$ cat config.mk
export PLATFORM = sky130hd
export DESIGN_NAME = regfile_port_sched_flat
export DESIGN_NICKNAME = d
export VERILOG_FILES = /design/src/rtl/regfile_pkg.sv /design/src/rtl/regfile_port_sched_if.sv /design/src/rtl/regfile_port_sched.sv /design/src/flat_wrapper.sv
export SDC_FILE = /design/constraint.sdc
export NUM_CORES = 1
export LEC_CHECK = 0
export CORE_MARGIN = 5
export CORE_UTILIZATION = 31
export CTS_BUF_LIST = sky130_fd_sc_hd__clkbuf_16
export DETAILED_ROUTE_END_ITERATION = 7
export GPL_ROUTABILITY_DRIVEN = 1
export GPL_TIMING_DRIVEN = 0
export PLACE_DENSITY = 0.7
export SYNTH_ARGS = -nofsm -noshare
export SYNTH_HDL_FRONTEND = slang
export SYNTH_SLANG_ARGS = --single-unit
$ cat constraint.sdc
create_clock -name clk -period 3.1 [get_ports clk]
set_input_delay 0.465 -clock clk [delete_from_list [all_inputs] [get_ports clk]]
set_output_delay 0.465 -clock clk [all_outputs]
set_load 0.01 [all_outputs]
$ cat src/rtl/regfile_pkg.sv
// Shared types and constants for the register-file port scheduler.
// Holds the scheduler state encoding and register-file geometry.
package regfile_pkg;

    typedef enum logic [2:0] {
        IDLE,
        RD_A,
        RD_B,
        RD_C,
        RESP
    } sched_state_e;

    localparam int NUM_GPR   = 32;
    localparam int PC_ADDR   = 32;
    localparam int GPR_IDX_W = 5;

endpackage

$ cat src/rtl/regfile_port_sched_if.sv
// Bundle of all scheduler channels: operand read request/response,
// writeback, PC update and the register-file port itself.
// slave  : the scheduler's view.
// master : the pipeline + register-file view.
interface regfile_port_sched_if #(
    parameter int ADDR_WIDTH = 6,
    parameter int DATA_WIDTH = 32
);
    logic                  rd_valid;
    logic                  rd_ready;
    logic [4:0]            rd_rs1;
    logic [4:0]            rd_rs2;
    logic                  rsp_valid;
    logic                  rsp_ready;
    logic [DATA_WIDTH-1:0] rsp_rs1_data;
    logic [DATA_WIDTH-1:0] rsp_rs2_data;
    logic                  wb_valid;
    logic                  wb_ready;
    logic [4:0]            wb_rd;
    logic [DATA_WIDTH-1:0] wb_data;
    logic                  pc_valid;
    logic                  pc_ready;
    logic [DATA_WIDTH-1:0] pc_data;
    logic [ADDR_WIDTH-1:0] rf_addr;
    logic                  rf_wen;
    logic                  rf_ren;
    logic [DATA_WIDTH-1:0] rf_wdata;
    logic [DATA_WIDTH-1:0] rf_rdata;

    modport slave (
        input  rd_valid, rd_rs1, rd_rs2, rsp_ready,
        input  wb_valid, wb_rd, wb_data,
        input  pc_valid, pc_data, rf_rdata,
        output rd_ready, rsp_valid, rsp_rs1_data, rsp_rs2_data,
        output wb_ready, pc_ready,
        output rf_addr, rf_wen, rf_ren, rf_wdata
    );

    modport master (
        output rd_valid, rd_rs1, rd_rs2, rsp_ready,
        output wb_valid, wb_rd, wb_data,
        output pc_valid, pc_data, rf_rdata,
        input  rd_ready, rsp_valid, rsp_rs1_data, rsp_rs2_data,
        input  wb_ready, pc_ready,
        input  rf_addr, rf_wen, rf_ren, rf_wdata
    );

endinterface

$ cat src/rtl/regfile_port_sched.sv
// Arbitrates the single register-file port between operand reads,
// GPR writeback and PC update.
// Ports: clk, rst_n (async active-low), bus (regfile_port_sched_if.slave).
module regfile_port_sched #(
    parameter int ADDR_WIDTH = 6,
    parameter int DATA_WIDTH = 32,
    parameter int PC_ADDR    = 32
) (
    input  logic                 clk,
    input  logic                 rst_n,
    regfile_port_sched_if.slave  bus
);
    import regfile_pkg::*;

    localparam int PAD_W = ADDR_WIDTH - GPR_IDX_W;

    sched_state_e          r_state;
    logic                  r_starve;
    logic [4:0]            r_rs1;
    logic [4:0]            r_rs2;
    logic [DATA_WIDTH-1:0] r_rs1_data;
    logic [DATA_WIDTH-1:0] r_rs2_data;

    logic w_rd_grant;
    logic w_wr_ok;
    logic w_wb_go;
    logic w_pc_go;
    logic w_wb_wen;
    logic w_rd_port;

    // Reads only start in IDLE; a denied read sets starve so it wins
    // the next IDLE cycle regardless of pending writes.
    always_comb begin
        w_rd_grant = rst_n && (r_state == IDLE) && bus.rd_valid &&
                     (r_starve || !(bus.wb_valid || bus.pc_valid));
        w_rd_port  = (r_state == RD_A) || (r_state == RD_B);
        w_wr_ok    = rst_n && !w_rd_port && !w_rd_grant;
        w_wb_go    = w_wr_ok && bus.wb_valid;
        w_pc_go    = w_wr_ok && bus.pc_valid && !bus.wb_valid;
        // x0 writes consume the slot but never reach the file
        w_wb_wen   = w_wb_go && (bus.wb_rd != 5'd0);
    end

    always_comb begin
        bus.rd_ready     = w_rd_grant;
        bus.wb_ready     = w_wb_go;
        bus.pc_ready     = w_pc_go;
        bus.rf_ren       = w_rd_port;
        bus.rf_wen       = w_wb_wen || w_pc_go;
        bus.rsp_valid    = (r_state == RESP);
        bus.rsp_rs1_data = r_rs1_data;
        bus.rsp_rs2_data = r_rs2_data;
        bus.rf_addr      = '0;
        bus.rf_wdata     = '0;
        unique case (1'b1)
            r_state == RD_A: bus.rf_addr = {{PAD_W{1'b0}}, r_rs1};
            r_state == RD_B: bus.rf_addr = {{PAD_W{1'b0}}, r_rs2};
            w_wb_wen: begin
                bus.rf_addr  = {{PAD_W{1'b0}}, bus.wb_rd};
                bus.rf_wdata = bus.wb_data;
            end
            w_pc_go: begin
                bus.rf_addr  = ADDR_WIDTH'(PC_ADDR);
                bus.rf_wdata = bus.pc_data;
            end
            default: ;
        endcase
    end

    always_ff @(posedge clk or negedge rst_n) begin
        if (!rst_n) begin
            r_state    <= IDLE;
            r_starve   <= 1'b0;
            r_rs1      <= '0;
            r_rs2      <= '0;
            r_rs1_data <= '0;
            r_rs2_data <= '0;
        end else begin
            case (r_state)
                IDLE: begin
                    if (w_rd_grant) begin
                        r_state  <= RD_A;
                        r_starve <= 1'b0;
                        r_rs1    <= bus.rd_rs1;
                        r_rs2    <= bus.rd_rs2;
                    end else if (bus.rd_valid) begin
                        r_starve <= 1'b1;
                    end
                end
                RD_A: r_state <= RD_B;
                RD_B: begin
                    // rdata here answers the RD_A read of rs1
                    r_rs1_data <= (r_rs1 == 5'd0) ? '0 : bus.rf_rdata;
                    r_state    <= RD_C;
                end
                RD_C: begin
                    r_rs2_data <= (r_rs2 == 5'd0) ? '0 : bus.rf_rdata;
                    r_state    <= RESP;
                end
                RESP: begin
                    if (bus.rsp_ready) r_state <= IDLE;
                end
                default: r_state <= IDLE;
            endcase
        end
    end

endmodule

$ cat src/flat_wrapper.sv
// flat-port wrapper written by rule: the top's interface ports become plain ports
module regfile_port_sched_flat import regfile_pkg::*;
#(
    parameter int ADDR_WIDTH = 6,
    parameter int DATA_WIDTH = 32,
    parameter int PC_ADDR    = 32
)
  (clk, rst_n, bus_rd_valid, bus_rd_rs1, bus_rd_rs2, bus_rsp_ready, bus_wb_valid, bus_wb_rd, bus_wb_data, bus_pc_valid, bus_pc_data, bus_rf_rdata, bus_rd_ready, bus_rsp_valid, bus_rsp_rs1_data, bus_rsp_rs2_data, bus_wb_ready, bus_pc_ready, bus_rf_addr, bus_rf_wen, bus_rf_ren, bus_rf_wdata);
  regfile_port_sched_if #(.ADDR_WIDTH(ADDR_WIDTH), .DATA_WIDTH(DATA_WIDTH)) bus_i ();
  input  logic clk;
  input  logic rst_n;
  input wire logic [$bits(bus_i.rd_valid)-1:0] bus_rd_valid;
  input wire logic [$bits(bus_i.rd_rs1)-1:0] bus_rd_rs1;
  input wire logic [$bits(bus_i.rd_rs2)-1:0] bus_rd_rs2;
  input wire logic [$bits(bus_i.rsp_ready)-1:0] bus_rsp_ready;
  input wire logic [$bits(bus_i.wb_valid)-1:0] bus_wb_valid;
  input wire logic [$bits(bus_i.wb_rd)-1:0] bus_wb_rd;
  input wire logic [$bits(bus_i.wb_data)-1:0] bus_wb_data;
  input wire logic [$bits(bus_i.pc_valid)-1:0] bus_pc_valid;
  input wire logic [$bits(bus_i.pc_data)-1:0] bus_pc_data;
  input wire logic [$bits(bus_i.rf_rdata)-1:0] bus_rf_rdata;
  output wire logic [$bits(bus_i.rd_ready)-1:0] bus_rd_ready;
  output wire logic [$bits(bus_i.rsp_valid)-1:0] bus_rsp_valid;
  output wire logic [$bits(bus_i.rsp_rs1_data)-1:0] bus_rsp_rs1_data;
  output wire logic [$bits(bus_i.rsp_rs2_data)-1:0] bus_rsp_rs2_data;
  output wire logic [$bits(bus_i.wb_ready)-1:0] bus_wb_ready;
  output wire logic [$bits(bus_i.pc_ready)-1:0] bus_pc_ready;
  output wire logic [$bits(bus_i.rf_addr)-1:0] bus_rf_addr;
  output wire logic [$bits(bus_i.rf_wen)-1:0] bus_rf_wen;
  output wire logic [$bits(bus_i.rf_ren)-1:0] bus_rf_ren;
  output wire logic [$bits(bus_i.rf_wdata)-1:0] bus_rf_wdata;
  assign bus_i.rd_valid = bus_rd_valid;
  assign bus_i.rd_rs1 = bus_rd_rs1;
  assign bus_i.rd_rs2 = bus_rd_rs2;
  assign bus_i.rsp_ready = bus_rsp_ready;
  assign bus_i.wb_valid = bus_wb_valid;
  assign bus_i.wb_rd = bus_wb_rd;
  assign bus_i.wb_data = bus_wb_data;
  assign bus_i.pc_valid = bus_pc_valid;
  assign bus_i.pc_data = bus_pc_data;
  assign bus_i.rf_rdata = bus_rf_rdata;
  assign bus_rd_ready = bus_i.rd_ready;
  assign bus_rsp_valid = bus_i.rsp_valid;
  assign bus_rsp_rs1_data = bus_i.rsp_rs1_data;
  assign bus_rsp_rs2_data = bus_i.rsp_rs2_data;
  assign bus_wb_ready = bus_i.wb_ready;
  assign bus_pc_ready = bus_i.pc_ready;
  assign bus_rf_addr = bus_i.rf_addr;
  assign bus_rf_wen = bus_i.rf_wen;
  assign bus_rf_ren = bus_i.rf_ren;
  assign bus_rf_wdata = bus_i.rf_wdata;
  regfile_port_sched #(.ADDR_WIDTH(ADDR_WIDTH), .DATA_WIDTH(DATA_WIDTH), .PC_ADDR(PC_ADDR)) u_core (.clk(clk), .rst_n(rst_n), .bus(bus_i));
endmodule
# Yosys cells after proc, flatten, opt, wreduce, memory -nomap -nowiden
# Index checks and enable logic that the tools add are counted.
word_totals:
  regBits: 78
  elab_cells: 46
  inputBits: 117
  out_inout_bits: 108
op_classes:
  mux: 9
  eq_ne: 6
  n_reduce_logical: 25
op_table:
  columns: ["operator", "count"]
  rows:
  - ["$mux 32", 2]
  - ["$pmux 32 s2", 1]
  - ["$pmux 6 s4", 1]
  - ["$pmux 3 s5", 1]
  - ["$logic_not 5->1", 2]
  - ["$logic_and 1x1->1", 9]
  - ["$eq 3x2->1 const B", 2]
  - ["$mux 3", 2]
  - ["$reduce_and 2->1", 3]
  - ["$reduce_bool 5->1", 1]
  - ["$logic_not 1->1", 4]
  - ["$logic_or 1x1->1", 4]
  - ["$ne 2x2->1 const B", 2]
  - ["$eq 3x1->1 const B", 1]
  - ["$eq 3x3->1 const B", 1]
  - ["$logic_not 3->1", 1]
  - ["$mux 1", 2]
  - ["$reduce_bool 2->1", 1]

# Longest topological paths before layout
# Gate-level depths: netlist of run 1.
depth:
  word_depth: 9
  mapped_depth: 6
  ltp_nobuf: 3

# Worst setup path before layout of run 1
# OpenSTA, ideal clock, no wires.
synth_path:
  path_kind: "input-to-output"
  startpoint: "in bus_wb_rd[1]"
  endpoint: "out bus_rf_wdata[0]"
  cell_stages: 4
  setup_slack_ns: 1.137
  t_required_ns: 2.635
  t_arrival_ns: 1.498
  path_buffers: 1
  cell_sequence: "or4_1 > nor3_4 > buf_4 > nor3_1"
synth_via:
  elab_chain_len: 3
synth_lines:
  columns: ["element", "line_no", "rtl"]
  rows:
  - ["start, declared", "flat_wrapper.sv:17", "input wire logic [$bits(bus_i.wb_rd)-1:0] bus_wb_rd;"]
  - ["$reduce_bool 5->1", "regfile_port_sched.sv:41", "w_wb_wen = w_wb_go && (bus.wb_rd != 5'd0);"]
  - ["$logic_and 1x1->1", "regfile_port_sched.sv:41", null]
  - ["$pmux 32 s2", "regfile_port_sched.sv:55", "unique case (1'b1)"]
  - ["end, declared", "flat_wrapper.sv:31", "output wire logic [$bits(bus_i.rf_wdata)-1:0] bus_rf_wdata;"]
# No other way between the ends.

# Worst setup path after layout of run 1
layout_path:
  startpoint: "in bus_wb_rd[1]"
  endpoint: "out bus_rf_wdata[29]"
# Same word-level chain as after synthesis.

==> results.md, run 1 <==
* 0 — # hold bufs at CTS
* 432 — post-synthesis cell count
* 0 — residual antenna-violating net count after detailed routing
* 2.768 nW — LEAKAGE
* 224 — number of input and output port buffers inserted
* 0 — aggregate global routing overflow
* 549 — Net Count, Synth
* 7109 um — met2 layer wire length in the routed design
* 0.1881 — total routing usage reported by global routing
* 0.5110 — proportion of synthesized chip area in sequential cells
* 78 — sink count of the clock tree
* 0 — total count of max-transition violations in the final report
* 40 — number of placement rows
* done — clock tree from TritonCTS
* 0 ps — accumulated negative setup slack
* 5.156 ps — skew final
* 0 — final hold violation count
* 0.01206 sq mm — placeable core region
* primary output — crit path capture type
* in -> out — Worst Setup Path Type
* 4 — Detailed Routing Iterations Pass 1
* 21700 um — global-route wire length before repair
* 54 — largest net degree at the start of global routing
* 0.09333 — fraction of layout cells with a size suffix above 1
* in -> async — worst hold path type
* 121.0 um — vertical extent of the die
* input port — CP startpoint kind
* 60 ps — clock-pin transition on the worst setup and hold timing paths
* 0 — final setup fails
* 4279 — number of global-route vias before repair
* 16.87 um — detailed-route wire length per cell
* dfrtp_1 — Yosys top cell by area
* 2630 ps — required time reported for the critical path endpoint
* met4 — uppermost signal routing layer after detailed routing
* 11450 um — post-DP HPWL
* 329.9 MHz — timing-limited maximum frequency
* 72.42% — post-synthesis to final-layout area growth
* 446.4 ps — transition time at the pin with the least slew margin
* bus_wb_rd[1] — startpoint of the worst setup timing path
* 1 — initial antenna violation count
* clkbuf_16 — clock root buffer master
* 9 — clock buffer count from CTS
* 0.003820 sq mm — cell area after technology mapping
* 0.01464 sq mm — Die ar.
* 4092 — vias after detailed routing
* 3 — H-tree depth
* 0.5461 — final core area utilization
* 0.3167 — initial core utilization
* 0.5110 — portion of synthesized cell area occupied by the leading cell type
* 5395 um — sum of routed wire segments on met1
* 0.006297 sq mm — placed cell area
* 121.0 um — die boundary width
* 404 — Starting DRT DRC Count
* 28 — number of unique standard cell types used by synthesis
* 0.8248 — routability congestion estimate from global placement
* u_core.r_rs1[3]$_DFFE_PN0P_ — launch point of the worst reg-to-reg path
* 78 — register bit total from synthesis
* 225 — count of pins on the block boundary
* 4.848 — number of vias per cell after detailed routing
* 0.0002918 V — worst vdd rail ir drop
* 8.842 sq um — mean instance size in the synthesized netlist
* 10 — Max Fanout on Critical Path
* 14240 um — total length of routed wires
* 0.9779 — post-route fraction of the period consumed by the critical path
* 0.7013 — worst relative slew slack
* 1422 um — met3 routed WL
* 3032 ps — final critical-path required period
* 0.006586 sq mm — post-route standard cell area excluding fillers
* 0 — Synthesis Warnings
* dfrtp_1 51%, nand2_1 13%, a22oi_1 7.3%, o21ai_0 7.2%, nor3_1 4.3% — leading cell types by total area after synthesis
* 2570 ps — data arrival time at the worst-slack endpoint
* 330 ps — Clk Latency, worst-skew pair
* 787 — count of nets after finishing
* 0 — max-cap viol count
* 862.2 mW/mm^2 — Power Dens Cells
* finished clean — status
* 0 — DRC violations left
* 2 — number of buffers between clock root and the deepest sink
-- per-layer routing --
| layer | vias up | global-route usage |
|---|---|---|
| li1 | 1965 | - |
| met5 | - | 0 |
| met2 | 190 | 0.3366 |
| met1 | 1915 | 0.1959 |
| met4 | 0 | 0.06516 |
| met3 | 22 | 0.08112 |
-- kinds of logic after synthesis --
family                 Yosys count  share of synthesized area
buffers and inverters           42                    0.05568
and+or+nand+nor                190                     0.2181
muxes                           10                    0.03636
AOI/OAI and AO/OA              112                     0.1788
DFF                             78                     0.5110
-- cell type report --
cell class              count  area [sq um]
repair buffers            227          2285
flip-flops and latches     78          1952
clock buffers               9         225.2
fillers                  1094          5475
plain buffers              39         211.5
well taps                 168         210.2
inverters                   3         11.26
clock inverters             7         33.78
multi-input cells         312          1655
diodes                      1         2.502
-- report_power, final --
group / switching, mW / total (mW) / internal, mW
clock: 0.395 / 0.923 / 0.528
sequential: 0.307 / 1.83 / 1.52
combinational: 1.38 / 2.93 / 1.55
-- sequential cells by signal (all words and copies together) (netlist names) --
signal / flops
u_core.bus.rsp_rs1_data: 32
u_core.r_rs1: 5
u_core.r_rs2: 5
u_core.bus.rsp_rs2_data: 32
u_core.r_starve: 1
u_core.r_state: 3
-- through the flow --
step           power [mW]  std cells  hold WS (ps)  worst slack, ps
2_1_floorplan       3.146        432         169.4             1137
3_3_place_gp        4.727        824         461.4            -2910
3_5_place_dp        4.807        825         428.1           -180.1
4_1_cts             5.750        841         69.37            24.10
5_1_grt             6.080        844         81.07           -9.962
6_report            5.679        844         63.20            68.36
-- final timing paths --
| check | endpoint | slack [ps] | cells past startpoint |
|---|---|---|---|
| setup / recovery | bus_rf_wdata[29] | 70 | 6 |
| hold / removal | u_core.bus.rsp_rs2_data[18]$_DFFE_PN0P_ | 60 | 1 |
| setup reg to reg | u_core.bus.rsp_rs1_data[5]$_DFFE_PN0N_ | 1240 | 4 |
| hold reg to reg | u_core.bus.rsp_rs2_data[18]$_DFFE_PN0P_ | 480 | 2 |
| max in group asynchronous | u_core.bus.rsp_rs1_data[22]$_DFFE_PN0N_ | 2440 | 2 |
| min in group clk | u_core.bus.rsp_rs2_data[18]$_DFFE_PN0P_ | 480 | 2 |
-- timing repair --
action / in CTS / in global routing
gates resized for setup: 5 / 6
endpoints found under the setup margin: 32 / 31
gates cloned: 0 / 0
buffers inserted: 0 / 2
pin swaps: 0 / 0
-- critical path, stage by stage --
cell	delay, ps
clkdlybuf4s50_1	420
or4_1	580
nor3_4	270
buf_4	230
nor3_1	80
clkdlybuf4s50_1	510
-- cell usage after synthesis --
| master | instances |
|---|---|
| or4_1 | 3 |
| buf_2 | 11 |
| o211ai_4 | 1 |
| or3b_2 | 1 |
| nand3b_1 | 1 |
| a22oi_1 | 37 |
| o21ai_0 | 55 |
| o21ai_1 | 11 |
| o22ai_1 | 5 |
| a21o_1 | 1 |
| nor3b_2 | 1 |
| nor2b_1 | 5 |
| clkbuf_2 | 6 |
| buf_4 | 3 |
| mux2_4 | 7 |
| and3b_1 | 1 |
| nor4b_4 | 1 |
| o21a_1 | 1 |
| nor2_1 | 8 |
| mux2_2 | 3 |
| a211oi_1 | 1 |
| dfrtp_1 | 78 |
| buf_6 | 3 |
| nor3_4 | 1 |
| clkbuf_1 | 16 |
| inv_1 | 3 |
| nor3_1 | 33 |
| nand2_1 | 135 |
-- cell usage in the layout, fill, tap and decap left out, types with 7 or more instances in the layout --
cell type          n
o21ai_1           11
o21ai_0           55
dfrtp_1           78
clkdlybuf4s50_1  222
mux2_4             7
clkbuf_1           8
a22oi_1           37
buf_2             11
nor2_1             8
clkbuf_2          14
clkbuf_16          9
nand2_1          135
nor3_1            33
Power figures use the tool's default switching activity.
==> run 2, diff against run 1 <==
- MAX_ROUTING_LAYER: default -> met4
==> run 2 against run 1 <==
First-iteration DRC count fell by 6.7%. Sequential share of layout area did not move. Global-route usage rose by 0.52 points. Die area did not move. Clock-buffer cell count did not move. Sequential cell count did not move. Clock skew barely moved. Sequential power barely moved. Largest power group unchanged. Highest routed layer unchanged.
==> results.md, run 2 (synthesized netlist as in run 1, its figures left out) <==
* finished clean — status
* done — clock tree from TritonCTS
* primary output — crit path capture type
* 121.0 um — die boundary width
* 330 ps — Clk Latency, worst-skew pair
* 72.42% — post-synthesis to final-layout area growth
* 3 — H-tree depth
* 0.09333 — fraction of layout cells with a size suffix above 1
* 0.0002946 V — worst vdd rail ir drop
* 0 — final setup fails
* 0 — # hold bufs at CTS
* 2.768 nW — LEAKAGE
* 377 — Starting DRT DRC Count
* 0 — total count of max-transition violations in the final report
* 0.01206 sq mm — placeable core region
* 69.04 ps — worst-case setup margin in the final layout
* input port — CP startpoint kind
* 0.8373 — routability congestion estimate from global placement
* 21660 um — global-route wire length before repair
* u_core.bus.rsp_rs1_data[5]$_DFFE_PN0N_ — endpoint of the lowest-slack register-to-register path
* or4_1 — Slowest-stage cell, CP
* clkdlybuf4s50_1 — critical path's most frequent cell
* 224 — number of input and output port buffers inserted
* 0 — residual antenna-violating net count after detailed routing
* 3 — Critical path buffers and inverters
* 0.006586 sq mm — post-route standard cell area excluding fillers
* 4.880 — number of vias per cell after detailed routing
* -180.1 ps — worst slack, placed
* 2 — number of buffers between clock root and the deepest sink
* 0.1933 — total routing usage reported by global routing
* 225 — count of pins on the block boundary
* 54 — largest net degree at the start of global routing
* 0 ps — accumulated negative setup slack
* 0.7026 — worst relative slew slack
* 10 — Max Fanout on Critical Path
* 9 — clock buffer count from CTS
* 4119 — vias after detailed routing
* met2 — Most Crowded Layer GR
* 11450 um — post-DP HPWL
* 5 — Detailed Routing Iterations Pass 1
* 5.112 ps — skew final
* buffers and inverters — Largest delay share family, worst path
* 329.9 MHz — timing-limited maximum frequency
* 222 x clkdlybuf4s50_1, 135 x nand2_1, 78 x dfrtp_1, 55 x o21ai_0, 37 x a22oi_1 — most used cells in the layout excluding fill and tap cells
* 862.3 mW/mm^2 — Power Dens Cells
* 0.3167 — initial core utilization
* 444.5 ps — transition time at the pin with the least slew margin
* 0.3362 — met2 global-route usage
* 570 ps — Slowest Stage Delay on Critical Path
* 4291 — number of global-route vias before repair
* 3031 ps — final critical-path required period
* 14250 um — total length of routed wires
* 2630 ps — required time reported for the critical path endpoint
* 0 — DRC violations left
* clkbuf_16 — clock root buffer master
* clkdlybuf4s50_1 — leading cell type in the layout, fill and taps excluded
* 0 — aggregate global routing overflow
* 0.9777 — post-route fraction of the period consumed by the critical path
* 0.2050 — met1 track demand over resource in global routing
* 121.0 um — vertical extent of the die
* 4 — count of cells along the worst register-to-register path
* 787 — count of nets after finishing
* 0.06713 — met3 Usage GRT
* 60 ps — clock-pin transition on the worst setup and hold timing paths
* 1 — initial antenna violation count
* 1240 ps — worst-case register-to-register setup slack
* u_core.r_rs1[3]$_DFFE_PN0P_ — launch point of the worst reg-to-reg path
* 0.006297 sq mm — placed cell area
* 2570 ps — data arrival time at the worst-slack endpoint
* clkdlybuf4s50_1 > or4_1 > nor3_4 > buf_4 > nor3_1 > clkdlybuf4s50_1 — ordered cell list for the critical path
* 0 — final hold violation count
* in -> async — worst hold path type
* 40 — number of placement rows
* 0 — max-cap viol count
* 0.01464 sq mm — Die ar.
* in -> out — Worst Setup Path Type
* 78 — sink count of the clock tree
* 16.89 um — detailed-route wire length per cell
run 2: cell counts in the layout (fill, tap and decap cells not counted):
Identical to the previous run, type by type.
run 2: repair_timing:
item / in CTS / in global routing
hold endpoints to repair: 0 / 0
setup endpoints to repair: 32 / 31
resized for setup: 5 / 6
setup buffers: 0 / 2
run 2: worst register-to-register path, delay by kind of cell, from the launching register on:
family,cells,cell delay [ps]
buffers and inverters,1,300
and+or+nand+nor,2,900
AOI/OAI and AO/OA,1,130
DFF,1,400
run 2: through the flow:
step           hold WS (ps)  std cells    util  total power, mW
6_report              59.01        844  0.5461            5.679
5_1_grt               83.11        844  0.5461            6.080
4_1_cts               69.37        841  0.5441            5.750
3_5_place_dp          428.1        825  0.5221            4.807
2_1_floorplan         169.4        432       -            3.146
3_3_place_gp          461.4        824  0.5200            4.727
run 2: report_power, final:
| part | total [mW] | switching (mW) | internal (mW) |
|---|---|---|---|
| Combinational | 2.93 | 1.38 | 1.55 |
| Clock | 0.924 | 0.396 | 0.528 |
| Sequential | 1.83 | 0.305 | 1.52 |
| Total | 5.68 | 2.08 | 3.60 |
run 2: layout make-up:
cell class | count | area [sq um]
clock buffer | 9 | 225.2
buffer | 39 | 211.5
sequential | 78 | 1952
tap | 168 | 210.2
fill | 1094 | 5475
inverter | 3 | 11.26
multi-input combinational | 312 | 1655
antenna | 1 | 2.502
timing repair buffer | 227 | 2285
clock inverter | 7 | 33.78
run 2: routing by layer:
layer / vias up / wire length (um)
met2: 191 / 7104
met5: - / 0
met3: 27 / 1269
met4: 0 / 329
met1: 1936 / 5548
li1: 1965 / -
run 2: worst max path at each step:
stage | startpoint | end | slack, ps | depth (start not counted)
after floorplan | bus_wb_rd[1] | bus_rf_wdata[0] | 1140 | 4
after global placement | rst_n | bus_rf_wdata[29] | -2910 | 5
after detailed placement | bus_wb_valid | bus_rf_wdata[29] | -180 | 6
after CTS | bus_wb_rd[1] | bus_rf_wdata[5] | 20 | 6
after global routing | bus_wb_rd[1] | bus_rf_wdata[4] | -7 | 6
final | bus_wb_rd[2] | bus_rf_wdata[29] | 70 | 6
